===== src/rtl/blake_finalize.sv =====
// BLAKE finalization: two-stage feed-forward/threshold pipeline feeding a golden-nonce FIFO.
// Define BLAKE_FINALIZE_FULLHASH_EN to store and present the full 256-bit hash per FIFO entry.
module blake_finalize #(
    parameter int unsigned FIFO_DEPTH = 4
) (
    input  logic         clk,
    input  logic         rst_n,
    input  logic         in_valid,
    input  logic [511:0] v_in,
    input  logic [255:0] h_in,
    input  logic [127:0] s_in,
    input  logic [31:0]  nonce_in,
    input  logic [31:0]  target_in,
    output logic         gn_valid,
    input  logic         gn_ready,
    output logic [31:0]  gn_nonce,
    output logic [255:0] gn_hash,
    output logic         overflow,
    output logic [31:0]  hash_count
);

    localparam int unsigned AW = $clog2(FIFO_DEPTH);

    logic [255:0]  hw_d;
    logic          s1_valid;
    logic [255:0]  s1_hash;
    logic [31:0]   s1_nonce;
    logic [31:0]   s1_target;
    logic [31:0]   s1_hw7_rev;
    logic          s2_valid;
    logic          s2_match;
    logic [255:0]  s2_hash;
    logic [31:0]   s2_nonce;
    logic [AW:0]   wr_ptr;
    logic [AW:0]   rd_ptr;
    logic          fifo_full;
    logic          push;
    logic          pop;
    logic          wr_en;
    logic [31:0]   hash_cnt;
    logic [31:0]   nonce_mem [FIFO_DEPTH];

    always_comb begin
        hw_d = '0;
        for (int unsigned i = 0; i < 8; i++) begin
            hw_d[32*i +: 32] = h_in[32*i +: 32] ^ s_in[32*(i%4) +: 32]
                             ^ v_in[32*i +: 32] ^ v_in[32*(i+8) +: 32];
        end
    end

    // hw7 is compared as a big-endian word, hence the byte reversal
    assign s1_hw7_rev = {s1_hash[231:224], s1_hash[239:232], s1_hash[247:240], s1_hash[255:248]};

    always_ff @(posedge clk or negedge rst_n) begin
        if (!rst_n) begin
            s1_valid  <= 1'b0;
            s1_hash   <= '0;
            s1_nonce  <= '0;
            s1_target <= '0;
            s2_valid  <= 1'b0;
            s2_match  <= 1'b0;
            s2_hash   <= '0;
            s2_nonce  <= '0;
            hash_cnt  <= '0;
        end else begin
            s1_valid  <= in_valid;
            s1_hash   <= hw_d;
            s1_nonce  <= nonce_in;
            s1_target <= target_in;
            s2_valid  <= s1_valid;
            s2_match  <= (s1_hw7_rev <= s1_target);
            s2_hash   <= s1_hash;
            s2_nonce  <= s1_nonce;
            if (in_valid) hash_cnt <= hash_cnt + 32'd1;
        end
    end

    assign gn_valid  = (wr_ptr != rd_ptr);
    assign fifo_full = ((wr_ptr ^ rd_ptr) == {1'b1, {AW{1'b0}}});
    assign push      = s2_valid & s2_match;
    assign pop       = gn_valid & gn_ready;
    // A pop on the same edge frees the slot, so a full FIFO still accepts the push
    assign wr_en     = push & (~fifo_full | pop);

    always_ff @(posedge clk or negedge rst_n) begin
        if (!rst_n) begin
            wr_ptr   <= '0;
            rd_ptr   <= '0;
            overflow <= 1'b0;
        end else begin
            if (wr_en) wr_ptr <= wr_ptr + (AW+1)'(1);
            if (pop)   rd_ptr <= rd_ptr + (AW+1)'(1);
            if (push && fifo_full && !pop) overflow <= 1'b1;
        end
    end

    always_ff @(posedge clk) begin
        if (wr_en) nonce_mem[wr_ptr[AW-1:0]] <= s2_nonce;
    end

    assign gn_nonce   = gn_valid ? nonce_mem[rd_ptr[AW-1:0]] : '0;
    assign hash_count = hash_cnt;

`ifdef BLAKE_FINALIZE_FULLHASH_EN
    logic [255:0] hash_mem [FIFO_DEPTH];

    always_ff @(posedge clk) begin
        if (wr_en) hash_mem[wr_ptr[AW-1:0]] <= s2_hash;
    end

    assign gn_hash = gn_valid ? hash_mem[rd_ptr[AW-1:0]] : '0;
`else
    logic unused_hash;

    assign unused_hash = ^s2_hash;
    assign gn_hash     = '0;
`endif

endmodule


===== config.mk =====
export PLATFORM = sky130hd
export DESIGN_NAME = blake_finalize
export DESIGN_NICKNAME = d
export VERILOG_FILES = /design/src/rtl/blake_finalize.sv
export SDC_FILE = /design/constraint.sdc
export NUM_CORES = 1
export LEC_CHECK = 0
export CAP_MARGIN = 5
export CORE_AREA = 4 4 497 499
export DETAILED_ROUTE_END_ITERATION = 10
export DIE_AREA = 0 0 501 503
export SYNTH_ARGS = -nofsm -noshare
export SYNTH_HDL_FRONTEND = slang
export SYNTH_SLANG_ARGS = --single-unit

===== constraint.sdc =====
create_clock -name clk -period 2.7 [get_ports clk]
set_input_delay 0.81 -clock clk [delete_from_list [all_inputs] [get_ports clk]]
set_output_delay 0.81 -clock clk [all_outputs]
set_load 0.005 [all_outputs]

# [Yosys cells after proc, flatten, opt, wreduce, memory -nomap -nowiden]
# Memory sizes are Yosys's and may differ from the RTL's.
# Cells that the tools add are included.
# W data, S select, Z words.
[totals] ramBits=128 inputBits=964 mem_bits_ro=0 output_inout_bits=322 ff_bits=394 latchBits=0 memories=1 wordCells=54
[op_classes] magnitude_cmp=1 n_mux=3 mul=0 n_bitwise=30 eq_ne=2 n_addsub=3 n_shift=0 n_reduce_logical=3 n_div=0
[memory_table] name="nonce_mem" words=4 word_bits=32 rd=1 rd_clocked_by_memory_dff=0 wr=1 line="41" rtl="logic [31:0] nonce_mem [FIFO_DEPTH];"
[ops] cell="$xor A32 B32 Y32" count=24
[ops] cell="$add A32 B1 Y32 const B" count=1
[ops] cell="$le A32 B32 Y1" count=1
[ops] cell="$mux W32" count=1
[ops] cell="$add A3 B1 Y3 const B" count=2
[ops] cell="$and A1 B1 Y1" count=3
[ops] cell="$eq A3 B3 Y1 const B" count=1
[ops] cell="$ne A3 B3 Y1" count=1
[ops] cell="$xor A3 B3 Y3" count=1
[ops] cell="$logic_and A1 B1 Y1" count=2
[ops] cell="$mux W1" count=2
[ops] cell="$logic_not A1 Y1" count=1
[ops] cell="$not A1 Y1" count=1
[ops] cell="$or A1 B1 Y1" count=1

# [Depth between registers and ports, before layout]
# Gate-level depths: netlist of the first run.
[logic_depth] depth_word=7 depth_mapped=7 depth_no_buf=7

# [Worst setup path after synthesis of the first run]
# No wires, ideal clock.
[synth_timing] kind="register -> register" from="reg rd_ptr[0]" to="mem nonce_mem[3][0] (enable)" n_path_buf=1 arrival_time_ns=2.051 setup_ns=0.394 period_less_slack_ns=2.445 setup_slack_ns=0.255 t_required_ns=2.306 stages_incl_launch_ff=6 cell_sequence="dfrtp_1 -> clkbuf_1 -> xor2_1 -> nor4_1 -> nor2_1 -> and2_1"
[synth_via] elab_chain_cells=7 elab_cells_between_ends=9 cone_classes="2 x eq/ne; 2 x mux; 5 x bitwise"
[synth_lines] item="start: declaration" line="35" rtl="logic [AW:0] rd_ptr;"
[synth_lines] item="start signal: assignment" line="92" rtl="if (pop) rd_ptr <= rd_ptr + (AW+1)'(1);"
[synth_lines] item="$xor A3 B3 Y3" line="79" rtl="assign fifo_full = ((wr_ptr ^ rd_ptr) == {1'b1, {AW{1'b0}}});"
[synth_lines] item="$eq A3 B3 Y1" line="79"
[synth_lines] item="$not A1 Y1" line="83" rtl="assign wr_en = push & (~fifo_full | pop);"
[synth_lines] item="$or A1 B1 Y1 (*)" line="83"
[synth_lines] item="$and A1 B1 Y1 (*)" line="83"
[synth_lines] item="$mux W1 (*)" line="98" rtl="if (wr_en) nonce_mem[wr_ptr[AW-1:0]] <= s2_nonce;"
[synth_lines] item="$mux W1 (implied by the code) (*)" line="98"
[synth_lines] item="end: declaration" line="41"
# Mark *: on every way between the ends. The rest lies on a longest branch, timed or not.

# [Worst setup path in the final report of the first run]
[layout_timing] from="reg rd_ptr[0]" to="out gn_nonce[19]"
[layout_via] elab_chain_cells=2 elab_cells_between_ends=3 cone_classes="1 x eq/ne; 1 x mux; 1 x memory"
[layout_lines] item="$mem_v2 Z4 W32 or $ne A3 B3 Y1 (tied branches)"
[layout_lines] item="$mux W32 (*)" line="101" rtl="assign gn_nonce = gn_valid ? nonce_mem[rd_ptr[AW-1:0]] : '0;"
[layout_lines] item="end: declaration" line="16" rtl="output logic [31:0] gn_nonce,"
# Marks and branches as above.

==> flow_summary_export.csv, run 1 <==
group,metric,value,unit
outcome,run_status,"finished, violations left",
outcome,violations,"setup timing",
finish,fin_nets,2337,
synth,ys.flop_type,"dfrtp_1",
sta,relSlewSlack,55.5,%
floorplan,fp.dieH,503,µm
power_and_ir_drop,irDropWorstVdd,0.343,mV
clocking,numCtsBuffers,36,
synth,yosys.area.top_type,"dfrtp_1",
sta,post-route-period-util,114,%
grt,grt_pass1_vias,7716,
synth,synth_edf_count,128,
clocking,cts_tree,"done",
setup_path,crit_type,"reg -> out",
setup_path,rr_worst_depth,6,
grt,grt_pass1_wl,67400,µm
setup_path,arrival,2.27,ns
grt,overflow,0,
power_and_ir_drop,p_per_area,790,nW/µm²
synth,synthMostInstantiatedCell,"buf_4",
finish,final_util,8.93,%
grt,track_usage,4.03,%
sta,setup_viol,32,
finish,drive_gt1_share,20.0,%
clocking,clkLatencyLatePin,0.59,ns
route,dr.first_iter.drc_count,322,
synth,synth-seq-cells,298,
grt,grt_start_max_net_pins,56,
floorplan,io_pins,1286,
setup_path,cp-start-kind,"flip-flop",
place,place_congestion,0.643,
floorplan,die_x,501,µm
floorplan,die_area,252000,µm²
synth,synth_warnings,0,
setup_path,cp.required,1.89,ns
synth,synth.distinct_cells,43,
place,dpl.hpwl,42900,µm
setup_path,cp_max_fo,3,
sta,finalCriticalPeriod,3.08,ns
clocking,root_buffer,"clkbuf_16",
synth,avgSynthCellArea,14.1,µm²
clocking,cts_sinks,298,
clocking,cts_buffer_depth,3,
sta,hold_viol_final,0,
sta,finalMaxSlewViolations,0,
synth,synth_common_cells,"buf_4, dfrtp_1, edfxtp_1",
clocking,htree_levels,2,
min_path,min_path_type,"in -> async",
synth,ys_seq_area_share,60.1,%
sta,skew,0.0258,ns
route,vias,7664,
sta,worstMarginPinSlew,0.665,ns
synth,synthArstFlopShare,57.0,%
sta,rsz0062_at_grt,"yes",
sta,layout_setup_ws,-0.382,ns
clocking,cts.clk_slew.worst_paths,0.07,ns
finish,fillers,27834,
route,via_per_inst,1.68,
route,drc_errors,0,
route,wire_per_inst,11.5,µm
place,dp_slack,-0.195,ns
synth,yosysTopAreaCellShare,31.6,%
clocking,hold_buffers,0,
synth,synthTopCellsByArea,"dfrtp_1, edfxtp_1, buf_4",
place,io_buffers,261,
synth,netlist_instances,956,
route,wl,52500,µm
floorplan,start_util,5.55,%
route,firstDrtPassIters,4,
sta,timing.fmax,324,MHz
synth,syn_area,13500,µm²
finish,synthToLayoutAreaGrowth,60.7,%
route,final_antenna_net_count,0,
floorplan,num_rows,181,
flow_run,cap_violations,0,
grt,grt_antenna_before_repair,41,
power_and_ir_drop,power_leakage,0.00785,µW
setup_path,crit_path_end_kind,"output port",
floorplan,core_area,243000,µm²
==> sequential cells by signal, indices dropped and copies added, names as in the netlist, 3 cells and up <==
name / flops
s1_hash: 32
wr_ptr: 3
hash_count: 32
nonce_mem: 128
rd_ptr: 3
s1_nonce: 32
s1_target: 32
s2_nonce: 32
==> where the power goes <==
part | internal, µW | switching [µW] | total, µW
combinational | 3510 | 2900 | 6410
sequential | 5330 | 291 | 5620
clock | 2900 | 2180 | 5080
total | 11700 | 5370 | 17100
==> cell families after synthesis <==
family          synth area share (%)
simple gates                    5.21
compound gates                  1.18
fa+ha+maj                       3.53
mux                             5.52
buf+inv                         15.7
xor+xnor                        8.71
other cells                   0.0278
flops                           60.1
==> placed cells by master, fill, tap and decap left out, types with 7 or more instances in the layout <==
cell	n
edfxtp_1	128
buf_4	48
nor2b_4	32
buf_2	19
buf_12	14
diode_2	10
nand4_1	18
clkbuf_16	36
buf_6	33
ha_1	38
inv_1	38
nand3_1	8
xor2_1	39
conb_1	256
nor2_1	12
buf_8	7
dfrtp_1	168
clkdlybuf4s50_1	227
a21oi_1	12
xnor2_1	88
nand2_1	25
mux4_2	32
==> layer usage <==
metal / GRT usage (%) / share of wire [%] / wire (µm)
met1: 4.81 / 40 / 21200
met2: 6.64 / 50 / 26200
met3: 1.13 / 6.0 / 3150
met4: 1.95 / 3.6 / 1900
met5: 0 / 0.044 / 23
==> metrics by stage <==
| step | cell area (µm²) | setup TNS (ns) | power [µW] | instances | hold slack (ns) |
|---|---|---|---|---|---|
| global placement | 19700 | -13.72 | 10900 | 4470 | 0.336 |
| CTS | 21500 | -13.18 | 17500 | 4564 | 0.0495 |
| global route | 21600 | -13.56 | 18300 | 4570 | 0.0719 |
| floorplan | 14400 | 0 | 7840 | 1211 | 0.331 |
| finish | 21600 | -10.18 | 17100 | 4575 | 0.129 |
| detailed placement | 19700 | -11.99 | 11000 | 4470 | 0.335 |
==> area by class of cell <==
type	count	area [µm²]	area share, %
tap	3202	4010	18.5
inverter	39	149	0.688
timing repair buffer	353	3600	16.6
clock buffer	42	953	4.40
antenna	10	25.0	0.116
sequential	298	8100	37.4
multi-input combinational	607	4530	20.9
clock inverter	24	279	1.29
==> worst max-delay path, cell delays in order (launching register included) <==
cell	delay [ns]
dfrtp_4	0.53
buf_12	0.15
buf_16	0.12
buf_8	0.12
buf_6	0.11
mux4_2	0.41
nor2b_4	0.14
buf_2	0.12
==> what timing repair did <==
action	CTS	global route
cloned	3	0
pin swaps	1	1
resized for setup	211	21
setup endpoints to repair	33	33
setup buffers	32	2
==> final timing paths <==
kind                                  start      endpoint  slack (ns)
worst max-delay path              rd_ptr[0]  gn_nonce[19]       -0.38
worst min-delay path                  rst_n  s1_hash[232]        0.13
worst max register to register    rd_ptr[0]     wr_ptr[2]        0.48
worst min register to register  s1_nonce[3]   s2_nonce[3]        0.33
max in group asynchronous             rst_n     rd_ptr[0]        1.85
min in group clk                s1_nonce[3]   s2_nonce[3]        0.33
No activity file was read; power rests on OpenSTA's default activity.
==> inputs of run 2 (changes only) <==
- CELL_PAD_IN_SITES_DETAIL_PLACEMENT: default -> 1
- CELL_PAD_IN_SITES_GLOBAL_PLACEMENT: default -> 2
- CORE_AREA: 4 4 497 499 -> 4 4 499 501
- DIE_AREA: 0 0 501 503 -> 0 0 503 505
- HOLD_SLACK_MARGIN: default -> 0.03
- MAX_ROUTING_LAYER: default -> met4
- PLACE_DENSITY_LB_ADDON: default -> 0.1
==> run 2 against run 1 <==
The flow still finishes with violations (setup timing); sequential power hardly changed; routed wire length is 0.75% higher; total power is 11% higher; combinational power is 1% higher; sequential share of layout area is 0.95 points lower; largest power group is now the clock network.
==> flow_summary_export.csv, run 2 (synthesis results as in run 1) <==
group,metric,value,unit
floorplan,start_util,5.50,%
grt,grt_pass1_wl,73900,µm
setup_path,cp_max_fo,7,
setup_path,cp.required,1.89,ns
clocking,cts_sinks,298,
grt,track_usage,4.29,%
power_and_ir_drop,irDropWorstVdd,0.475,mV
route,wire_per_inst,11.4,µm
route,firstDrtPassIters,4,
grt,grtUsageMet1,4.39,%
finish,final_cell_mix,"conb_1, clkdlybuf4s50_1, dfrtp_1",
finish,multi_input_area,4470,µm²
clocking,cts_buffer_depth,3,
sta,worstMarginPinSlew,0.595,ns
grt,gr-usage-met3,1.81,%
sta,finalMaxSlewViolations,0,
sta,timing.fmax,310,MHz
route,final_antenna_net_count,0,
sta,setup_viol,33,
route,wl,52900,µm
finish,largest_reg_flops,128,
power_and_ir_drop,power.switching,5850,µW
clocking,root_buffer,"clkbuf_16",
power_and_ir_drop,power_leakage,0.00809,µW
route,via_per_inst,1.66,
finish,drive_gt1_share,20.9,%
min_path,min_path_type,"in -> async",
outcome,run_status,"finished, violations left",
outcome,violations,"setup timing",
route,vias,7653,
floorplan,fp.dieH,505,µm
sta,rsz0062_at_grt,"yes",
sta,skew,0.0433,ns
route,dr.first_iter.drc_count,184,
finish,regArea,8100,µm²
power_and_ir_drop,p_comb_share,34.1,%
power_and_ir_drop,p_seq_share,29.6,%
clocking,clkLatencyLatePin,0.66,ns
setup_path,crit_type,"reg -> out",
floorplan,io_pins,1286,
grt,grt_start_max_net_pins,43,
place,dp_slack,-0.518,ns
flow_run,cap_violations,0,
sta,hold_slack,0.118,ns
finish,fillers,28322,
grt,met2_usage,7.33,%
clocking,htree_levels,2,
place,place_congestion,0.616,
finish,fin_nets,2348,
floorplan,num_rows,182,
setup_path,arrival,2.42,ns
route,drc_errors,0,
grt,grt-busiest-layer,"met2",
sta,post-route-period-util,120,%
place,dpl.hpwl,40500,µm
setup_path,crit_path_end_kind,"output port",
power_and_ir_drop,p_per_area,856,nW/µm²
sta,relSlewSlack,60.4,%
grt,overflow,0,
clocking,cts.clk_slew.worst_paths,0.06,ns
sta,layout_setup_ws,-0.528,ns
grt,grt_pass1_vias,9115,
setup_path,cp-start-kind,"flip-flop",
clocking,hold_buffers,0,
clocking,cts_tree,"done",
sta,finalCriticalPeriod,3.23,ns
floorplan,die_x,503,µm
place,io_buffers,261,
grt,grt_antenna_before_repair,18,
finish,layout_commonest_cell,"conb_1",
clocking,numCtsBuffers,49,
finish,synthToLayoutAreaGrowth,64.9,%
power_and_ir_drop,switching_share,30.8,%
power_and_ir_drop,pwr-share-clk,36.3,%
floorplan,core_area,245000,µm²
sta,fin_setup_tns,-13.48,ns
power_and_ir_drop,intPower,13200,µW
sta,hold_viol_final,0,
floorplan,die_area,254000,µm²
## run 2: cell count changes in the layout (fill, tap and decap cells not counted), moves of 6 or more
cell	before	now
clkbuf_16	36	49
buf_12	14	24
clkinv_2	3	11
buf_2	19	13
diode_2	10	16
## run 2: layer usage
layer | vias to the layer above | part of all wire (%) | routed length, µm
li1 | 3542 | - | -
met1 | 3764 | 37 | 19600
met2 | 266 | 51 | 27100
met3 | 81 | 8.7 | 4600
met4 | 0 | 2.9 | 1550
met5 | - | 0 | 0
## run 2: path summary, 6_finish.rpt
kind / from / endpoint / slack [ns] / depth (start not counted)
min reg2reg: s1_nonce[11] / s2_nonce[11] / 0.35 / 0
max in group asynchronous: rst_n / s1_target[14] / 1.86 / 2
min in group clk: s1_nonce[11] / s2_nonce[11] / 0.35 / 0
max: rd_ptr[0] / gn_nonce[27] / -0.53 / 7
max reg2reg: rd_ptr[0] / nonce_mem[2][19] / 0.29 / 8
min: rst_n / s1_nonce[15] / 0.12 / 1
## run 2: power groups by stage
| stage | Combinational, µW | Clock [µW] | Sequential (µW) |
|---|---|---|---|
| 2_1_floorplan | 2230 | 0 | 5610 |
| 6_report | 6480 | 6890 | 5630 |
| 3_3_place_gp | 5660 | 0 | 5710 |
| 3_5_place_dp | 5640 | 0 | 5730 |
| 5_1_grt | 7170 | 7560 | 5710 |
| 4_1_cts | 6660 | 7400 | 5650 |
## run 2: critical path, cell delays in order, from the launching register on
cell	delay (ns)
dfrtp_4	0.52
buf_12	0.14
buf_12	0.14
buf_12	0.15
buf_6	0.11
mux4_2	0.44
nor2b_4	0.14
buf_6	0.10
## run 2: layout make-up
cell class	instances	share of cell area, %
sequential	298	36.5
multi-input combinational	607	20.1
tap	3220	18.1
timing repair buffer	351	16.4
clock buffer	57	5.97
clock inverter	35	1.99
inverter	39	0.693
antenna	16	0.180
## run 2: timing repair
action                                 in CTS  in global routing
cloned                                      2                  0
buffers inserted                           21                  7
setup endpoints to repair                  35                 33
endpoints found under the hold margin       0                  0
resized for setup                         213                 16
pin swaps                                   1                  1
## run 2: through the flow
| step | total power (µW) | utilization (%) | cells | instance area [µm²] |
|---|---|---|---|---|
| 5_1_grt | 20400 | 9.07 | 4622 | 22200 |
| 6_report | 19000 | 9.07 | 4623 | 22200 |
| 3_5_place_dp | 11400 | 8.12 | 4490 | 19900 |
| 4_1_cts | 19700 | 9.03 | 4604 | 22100 |
| 2_1_floorplan | 7840 | - | 1211 | 14400 |
| 3_3_place_gp | 11400 | 8.12 | 4490 | 19900 |
